[config.mk]
export PLATFORM = sky130hd
export DESIGN_NAME = alu_vector_sequencer
export DESIGN_NICKNAME = d
export VERILOG_FILES = /design/src/rtl/alu_vector_sequencer.sv
export SDC_FILE = /design/constraint.sdc
export NUM_CORES = 1
export LEC_CHECK = 0
export BUFFER_PORTS_ARGS = -buffer_cell sky130_fd_sc_hd__buf_2
export CAP_MARGIN = 20
export CORE_MARGIN = 5
export CORE_UTILIZATION = 52
export CTS_CLUSTER_DIAMETER = 200
export DETAILED_ROUTE_END_ITERATION = 7
export GPL_TIMING_DRIVEN = 0
export HOLD_SLACK_MARGIN = 0.15
export PLACE_DENSITY = 0.86
export SETUP_SLACK_MARGIN = 0.2
export SLEW_MARGIN = 5
export SYNTH_ARGS = -nofsm -noshare
export SYNTH_HDL_FRONTEND = slang
export SYNTH_SLANG_ARGS = --single-unit
[constraint.sdc]
create_clock -name clk -period 3.38 [get_ports clk]
set_input_delay 0.507 -clock clk [delete_from_list [all_inputs] [get_ports clk]]
set_output_delay 0.507 -clock clk [all_outputs]
set_load 0.02 [all_outputs]
[src/rtl/alu_vector_sequencer.sv]
// Self-test sequencer: fetches 101-bit ALU vectors, applies them to the ALU under
// test, checks {Y, Zero, Overflow} and reports pass, error count and first failing index.
module alu_vector_sequencer #(
  parameter int ADDR_W = 4,
  parameter int SETTLE = 1,
  parameter int VEC_W  = 101
) (
  input  logic              clk,
  input  logic              reset,
  input  logic              start,
  input  logic [ADDR_W:0]   num_vectors,
  output logic              mem_rd,
  output logic [ADDR_W-1:0] mem_addr,
  input  logic [VEC_W-1:0]  mem_data,
  output logic [31:0]       alu_a,
  output logic [31:0]       alu_b,
  output logic [2:0]        alu_f,
  input  logic [31:0]       alu_y,
  input  logic              alu_zero,
  input  logic              alu_ovf,
  output logic              busy,
  output logic              done,
  output logic              pass,
  output logic [ADDR_W:0]   err_count,
  output logic [ADDR_W-1:0] first_fail_idx,
  output logic              first_fail_valid
);

  localparam int CW = ADDR_W + 1;
  localparam int SW = (SETTLE < 2) ? 1 : $clog2(SETTLE + 1);
  localparam logic [CW-1:0] MAXN = CW'(1 << ADDR_W);

  typedef enum logic [2:0] {
    S_IDLE, S_FETCH, S_LOAD, S_SETTLE, S_CHECK, S_DONE
  } state_t;

  state_t            state_q;
  logic [CW-1:0]     idx_q, cnt_q, err_q;
  logic [SW-1:0]     set_q;
  logic [31:0]       exp_y_q, alu_a_q, alu_b_q;
  logic [2:0]        alu_f_q;
  logic              exp_zero_q, exp_ovf_q;
  logic              mem_rd_q, busy_q, done_q, pass_q, ffv_q;
  logic [ADDR_W-1:0] mem_addr_q, ffi_q;

  logic [CW-1:0] idx_d, nv_clamp, err_inc;
  logic          mismatch;

  // Index is one bit wider than the address so a full-depth run ends without wrapping.
  assign idx_d    = idx_q + 1'b1;
  assign nv_clamp = (num_vectors > MAXN) ? MAXN : num_vectors;
  assign err_inc  = (err_q == {CW{1'b1}}) ? err_q : err_q + 1'b1;
  assign mismatch = {alu_y, alu_zero, alu_ovf} != {exp_y_q, exp_zero_q, exp_ovf_q};

  always_ff @(posedge clk) begin
    if (reset) begin
      state_q    <= S_IDLE;
      idx_q      <= '0;
      cnt_q      <= '0;
      err_q      <= '0;
      set_q      <= '0;
      exp_y_q    <= '0;
      exp_zero_q <= 1'b0;
      exp_ovf_q  <= 1'b0;
      alu_a_q    <= '0;
      alu_b_q    <= '0;
      alu_f_q    <= '0;
      mem_rd_q   <= 1'b0;
      mem_addr_q <= '0;
      busy_q     <= 1'b0;
      done_q     <= 1'b0;
      pass_q     <= 1'b0;
      ffv_q      <= 1'b0;
      ffi_q      <= '0;
    end else begin
      mem_rd_q <= 1'b0;
      case (state_q)
        S_IDLE, S_DONE: begin
          if (start) begin
            cnt_q  <= nv_clamp;
            idx_q  <= '0;
            err_q  <= '0;
            ffv_q  <= 1'b0;
            ffi_q  <= '0;
            done_q <= 1'b0;
            pass_q <= 1'b0;
            if (nv_clamp == '0) begin
              state_q <= S_DONE;
            end else begin
              state_q    <= S_FETCH;
              busy_q     <= 1'b1;
              mem_rd_q   <= 1'b1;
              mem_addr_q <= '0;
            end
          end else if (state_q == S_DONE) begin
            // busy drops in the same cycle done rises, so status is never ambiguous.
            busy_q <= 1'b0;
            done_q <= 1'b1;
            pass_q <= (err_q == '0);
          end
        end
        S_FETCH: state_q <= S_LOAD;
        S_LOAD: begin
          {exp_ovf_q, exp_zero_q, alu_f_q, alu_a_q, alu_b_q, exp_y_q} <= mem_data;
          set_q   <= SW'(SETTLE);
          state_q <= S_SETTLE;
        end
        S_SETTLE: begin
          if (set_q == SW'(1)) state_q <= S_CHECK;
          else                 set_q   <= set_q - 1'b1;
        end
        S_CHECK: begin
          if (mismatch) begin
            err_q <= err_inc;
            if (!ffv_q) begin
              ffv_q <= 1'b1;
              ffi_q <= idx_q[ADDR_W-1:0];
            end
          end
          idx_q <= idx_d;
          if (idx_d == cnt_q) begin
            state_q <= S_DONE;
          end else begin
            state_q    <= S_FETCH;
            mem_rd_q   <= 1'b1;
            mem_addr_q <= idx_d[ADDR_W-1:0];
          end
        end
        default: state_q <= S_IDLE;
      endcase
    end
  end

  assign mem_rd           = mem_rd_q;
  assign mem_addr         = mem_addr_q;
  assign alu_a            = alu_a_q;
  assign alu_b            = alu_b_q;
  assign alu_f            = alu_f_q;
  assign busy             = busy_q;
  assign done             = done_q;
  assign pass             = pass_q;
  assign err_count        = err_q;
  assign first_fail_idx   = ffi_q;
  assign first_fail_valid = ffv_q;

endmodule

Word-level counts from Yosys, hierarchy flattened
Cells that the tools add are included.
Word-level totals
  register bits after elaboration: 133
  input bits: 143
  output and inout bits: 85
Cells by class
  $add $sub $neg: 3
  order comparisons: 1
  equal/unequal tests: 16
  muxes and demuxes: 35
  reductions and logical operators: 16
Operator list (count)
  inequality test 34 bit: 1
  2-to-1 mux 4 bit: 6
  2-to-1 mux 5 bit: 4
  one-hot mux 5 bit (2 select lines): 2
  inequality test 2 bit, second input constant: 8
  one-hot mux 4 bit (2 select lines): 2
  one-hot mux 3 bit (5 select lines): 1
  2-to-1 mux 1 bit: 13
  2-to-1 mux 3 bit: 4
  AND reduction 4 bit: 3
  adder 5 x 1 -> 5 bit, second input constant: 2
  logical NOT 5 bit: 2
  AND reduction 2 bit: 4
  equality test 3 x 2 -> 1 bit, second input constant: 2
  equality test 3 bit, second input constant: 2
  one-hot mux 1 bit (2 select lines): 3
  AND reduction 3 bit: 2
  nonzero test 2 bit: 3
  equality test 5 bit: 1
  equality test 5 bit, second input constant: 1
  greater-than comparator 5 bit, second input constant: 1
  equality test 3 x 1 -> 1 bit, second input constant: 1
  logical NOT 3 bit: 1
  OR reduction 2 bit: 1
  subtractor 1 bit, second input constant: 1

Longest topological paths before layout
  depth in word-level cells: 6
  mapped depth: 9
  mapped depth without buffers: 7

Worst setup path before layout
Ideal clock, no wire load.
  kind: flip-flop to flip-flop
  from: reg state_q[2]
  to: reg err_q[2] (netlist: err_count[2])
  library setup time: 0.116 ns
  arrival time: 1.956 ns
  setup slack: 1.308 ns
  stages on the path, launching flop included: 9
  buffers on the path: 3
  period minus slack after synthesis: 2.072 ns
  cells stage by stage: dfxtp_1 -> buf_6 -> or3b_1 -> buf_6 -> nor4_4 -> nand4_2 -> o31a_1 -> buf_6 -> a41o_1
On the way
  longest elaborated chain between the ends: 4
  elaborated cells between the ends (all ways): 10
Ends and longest elaborated chain
  start: declaration: line 37  | state_t state_q;
  start signal: assignment: line 57  | state_q <= S_IDLE;
  start signal: assignment: line 88  | state_q <= S_DONE;
  start signal: assignment: line 90  | state_q <= S_FETCH;
  equality test 3 bit or logical NOT 3 bit (tied branches): line 77  | case (state_q)
  OR reduction 2 bit: line 77
  inequality test 2 bit (no line) or nonzero test 2 bit (tied branches)
  AND reduction 4 bit (no line)
  end signal: assignment: line 114  | err_q <= err_inc;
  end: declaration: line 38  | logic [CW-1:0] idx_q, cnt_q, err_q;
Parallel ways exist; a longest one is shown, timed or not.
A chain may end at the register's enable or synchronous reset.

Worst setup path after layout
  from: reg state_q[2]
  to: reg err_q[3] (netlist: err_count[3])
The elaborated chain is that of the path after synthesis.

==> results.sh <==
export IMPL_critPathMaxFanout=10
export IMPL_rrSetupSlack_ns=1.09
export IMPL_worstSetupPathType="register to register"
export IMPL_crit_required_ns=3.82
export IMPL_syn_avg_cell_area_um2=7.97
export IMPL_slew_headroom=0.363
export IMPL_coreArea_um2=10300
export IMPL_yosys_area_share_simple=0.240
export IMPL_cts_root_buf="clkbuf_8"
export IMPL_synth_top_area_frac=0.488
export IMPL_powerDensity_nw_per_um2=570
export IMPL_cts_sinks=133
export IMPL_cts_hold_buffers=0
export IMPL_vias=5629
export IMPL_fillers=895
export IMPL_synth_common_cells="221 x nand2_1, 133 x dfxtp_1, 121 x a21oi_1, 40 x clkbuf_1, 34 x xor2_1"
export IMPL_maxCapViolCount=0
export IMPL_initial_utilization=0.531
export IMPL_rr_startpoint="state_q[2]"
export IMPL_cts_tree="built"
export IMPL_h_tree_depth=4
export IMPL_timing_fmax_mhz=437
export IMPL_clock_latency_ns=0.52
export IMPL_ys_warn_count=0
export IMPL_grt_pass1_wl_um=25800
export IMPL_multiInputGateArea_um2=2580
export IMPL_gp_congestion=0.877
export IMPL_post_cts_buffers=0
export IMPL_fin_crit_sh=0.678
export IMPL_die_h_um=112
export IMPL_hp_start="mem_data[94]"
export IMPL_fin_skew_ns=0.0101
export IMPL_area_growth_pct=34.9
export IMPL_r2r_cells=9
export IMPL_synth_xor_xnor_area_share=0.0715
export IMPL_first_pass_iters=5
export IMPL_yosysTopAreaCell="dfxtp_1"
export IMPL_remaining_drc_errors=0
export IMPL_synthesis_area_um2=5460
export IMPL_ys_seq_area_frac=0.488
export IMPL_ys_flop_type="dfxtp_1"
export IMPL_ant_nets=0
export IMPL_ir_drop_v=0.000367
export IMPL_vias_per_cell=5.22
export IMPL_gr_total_overflow=0
export IMPL_die_width_um=112
export IMPL_routedWlPerCell_um=15.1
export IMPL_grt_pass1_vias=5580
export IMPL_r2r_end="err_count[3]"
export IMPL_startpoint_type="register"
export IMPL_grt_usage=0.250
export IMPL_dp_hpwl_um=12300
export IMPL_wl_um=16300
export IMPL_whs_endpoint="alu_a[30]"
export IMPL_rsz0062_at_grt="false"
export IMPL_synthMuxAreaShare=0.00550
export IMPL_finalHoldViolCount=0
export IMPL_grt_max_degree=17
export IMPL_drive_gt1_frac=0.280
export IMPL_synth_compound_area_frac=0.146
export IMPL_synth_area_top_cells="dfxtp_1 49%, nand2_1 15%, a21oi_1 11%"
export IMPL_min_path_cells=3
export IMPL_leakage_nw=3.28
export IMPL_cp_end_kind="register"
export IMPL_cp_data_arrival_time_ns=2.73
export IMPL_antenna_found_initial=1
export IMPL_ys_ff_latch=133
export IMPL_num_rows=37
export IMPL_drt_iter0_drc=279
export IMPL_seq_area_um2=2660
export IMPL_ys_types=42
export IMPL_cts_buffer_depth=2
export IMPL_synth_nets=832
export IMPL_cts_buffers_inserted=17
export IMPL_setup_tns_ns=0
export IMPL_async_flop_share=0
export IMPL_clk_pin_slew_ns=0.06
export IMPL_die_area_um2=12600
export IMPL_synth_edff_count=0
export IMPL_synth_top_family_by_area="simple AND/OR/NAND/NOR gates"
export IMPL_outcome="finished clean"
export IMPL_ioPinCount=228
export IMPL_portBuffers=227
export IMPL_yosysMostFrequentCell="nand2_1"
export IMPL_final_nets=1078
export IMPL_syn_inst=685
export IMPL_hold_path_class="input port to register"
export IMPL_worst_slew_pin_slew_ns=0.948
export IMPL_cts_resized=0
export IMPL_yosys_area_share_adder=0.0110
export IMPL_power_total_w=0.00419
export IMPL_period_minus_slack_ns=2.29
export IMPL_drv_slew=0
export IMPL_finalSetupViolations=0
-- power breakdown --
part           internal (W)  leakage, nW  switching, W  total, W
clock network       0.00116        0.282      0.000690   0.00185
registers           0.00166         1.08     0.0000543   0.00172
logic              0.000227         1.92      0.000401  0.000628
-- metal layers --
layer / GRT usage / share of wire
met1: 0.286 / 0.40
met2: 0.426 / 0.50
met3: 0.0787 / 0.077
met4: 0.119 / 0.031
met5: 0 / 0
-- cell type report --
class	count	area share
Antenna cell	1	0.000340
Buffer	44	0.0257
Clock buffer	19	0.0600
Inverter	6	0.00306
Sequential cell	133	0.362
Clock inverter	11	0.0207
Multi-Input combinational cell	502	0.351
Tap cell	136	0.0231
Timing Repair Buffer	227	0.154
-- flip-flops by register name, summed over array words and instances, names as in the netlist --
signal	cells
alu_f	3
done	1
mem_addr	4
exp_ovf_q	1
mem_rd	1
exp_zero_q	1
exp_y_q	32
err_count	5
busy	1
first_fail_idx	4
first_fail_valid	1
pass	1
idx_q	5
state_q	3
set_q	1
cnt_q	5
alu_b	32
alu_a	32
-- stage by stage --
stage	worst slack, ns	hold WS (ns)	area [um^2]	instances	util
finish	1.09	0.222	7360	1079	0.716
global route	0.973	0.203	7360	1079	0.716
CTS	1.11	0.213	7360	1078	0.716
detailed placement	1.06	0.443	6770	1048	0.658
global placement	1.06	0.438	6770	1048	0.658
floorplan	1.31	0.444	5460	685	-
-- cell usage in the layout, fill, tap and decap left out, drive strengths merged, types with 4 or more instances in the layout --
cell type,synthesis,routed
ha,4,4
nor3,7,7
a22oi,5,5
or3,4,4
o21ai,10,10
nor2,27,27
buf,4,231
nand4,8,8
nor4,11,11
xor2,34,34
nand2,221,221
a21oi,121,121
and3,4,4
clkbuf,40,59
nand3b,7,7
inv,6,7
xnor2,8,8
dfxtp,133,133
clkinv,0,4
nand3,6,6
-- logic make-up (layout without fill, tap and decap cells) --
family,count (synthesis),in the layout
simple gates,304,304
compound gates,147,147
flops,133,133
buf+inv,50,307
xor+xnor,43,43
fa+ha+maj,5,5
mux,3,3
other cells,0,1
-- critical path, stage by stage (launching register included) --
cell and delay (ns):
dfxtp_1 0.32, buf_6 0.13, or3b_1 0.36, buf_6 0.16, nor4_4 0.30, nand4_2 0.19
o31a_1 0.31, buf_6 0.14, nand3_1 0.10, mux2i_1 0.19
-- how the worst max path moves through the flow --
| stage | startpoint | cells past startpoint | end | slack (ns) |
|---|---|---|---|---|
| 2_1_floorplan | state_q[2] | 8 | err_count[2] | 1.31 |
| 3_3_place_gp | alu_y[28] | 8 | err_count[3] | 1.06 |
| 3_5_place_dp | start | 9 | err_count[2] | 1.06 |
| 4_1_cts | state_q[1] | 9 | err_count[3] | 1.11 |
| 5_1_grt | state_q[2] | 9 | err_count[3] | 0.97 |
| 6_report | state_q[2] | 9 | err_count[3] | 1.09 |
Power figures use the tool's default switching activity.
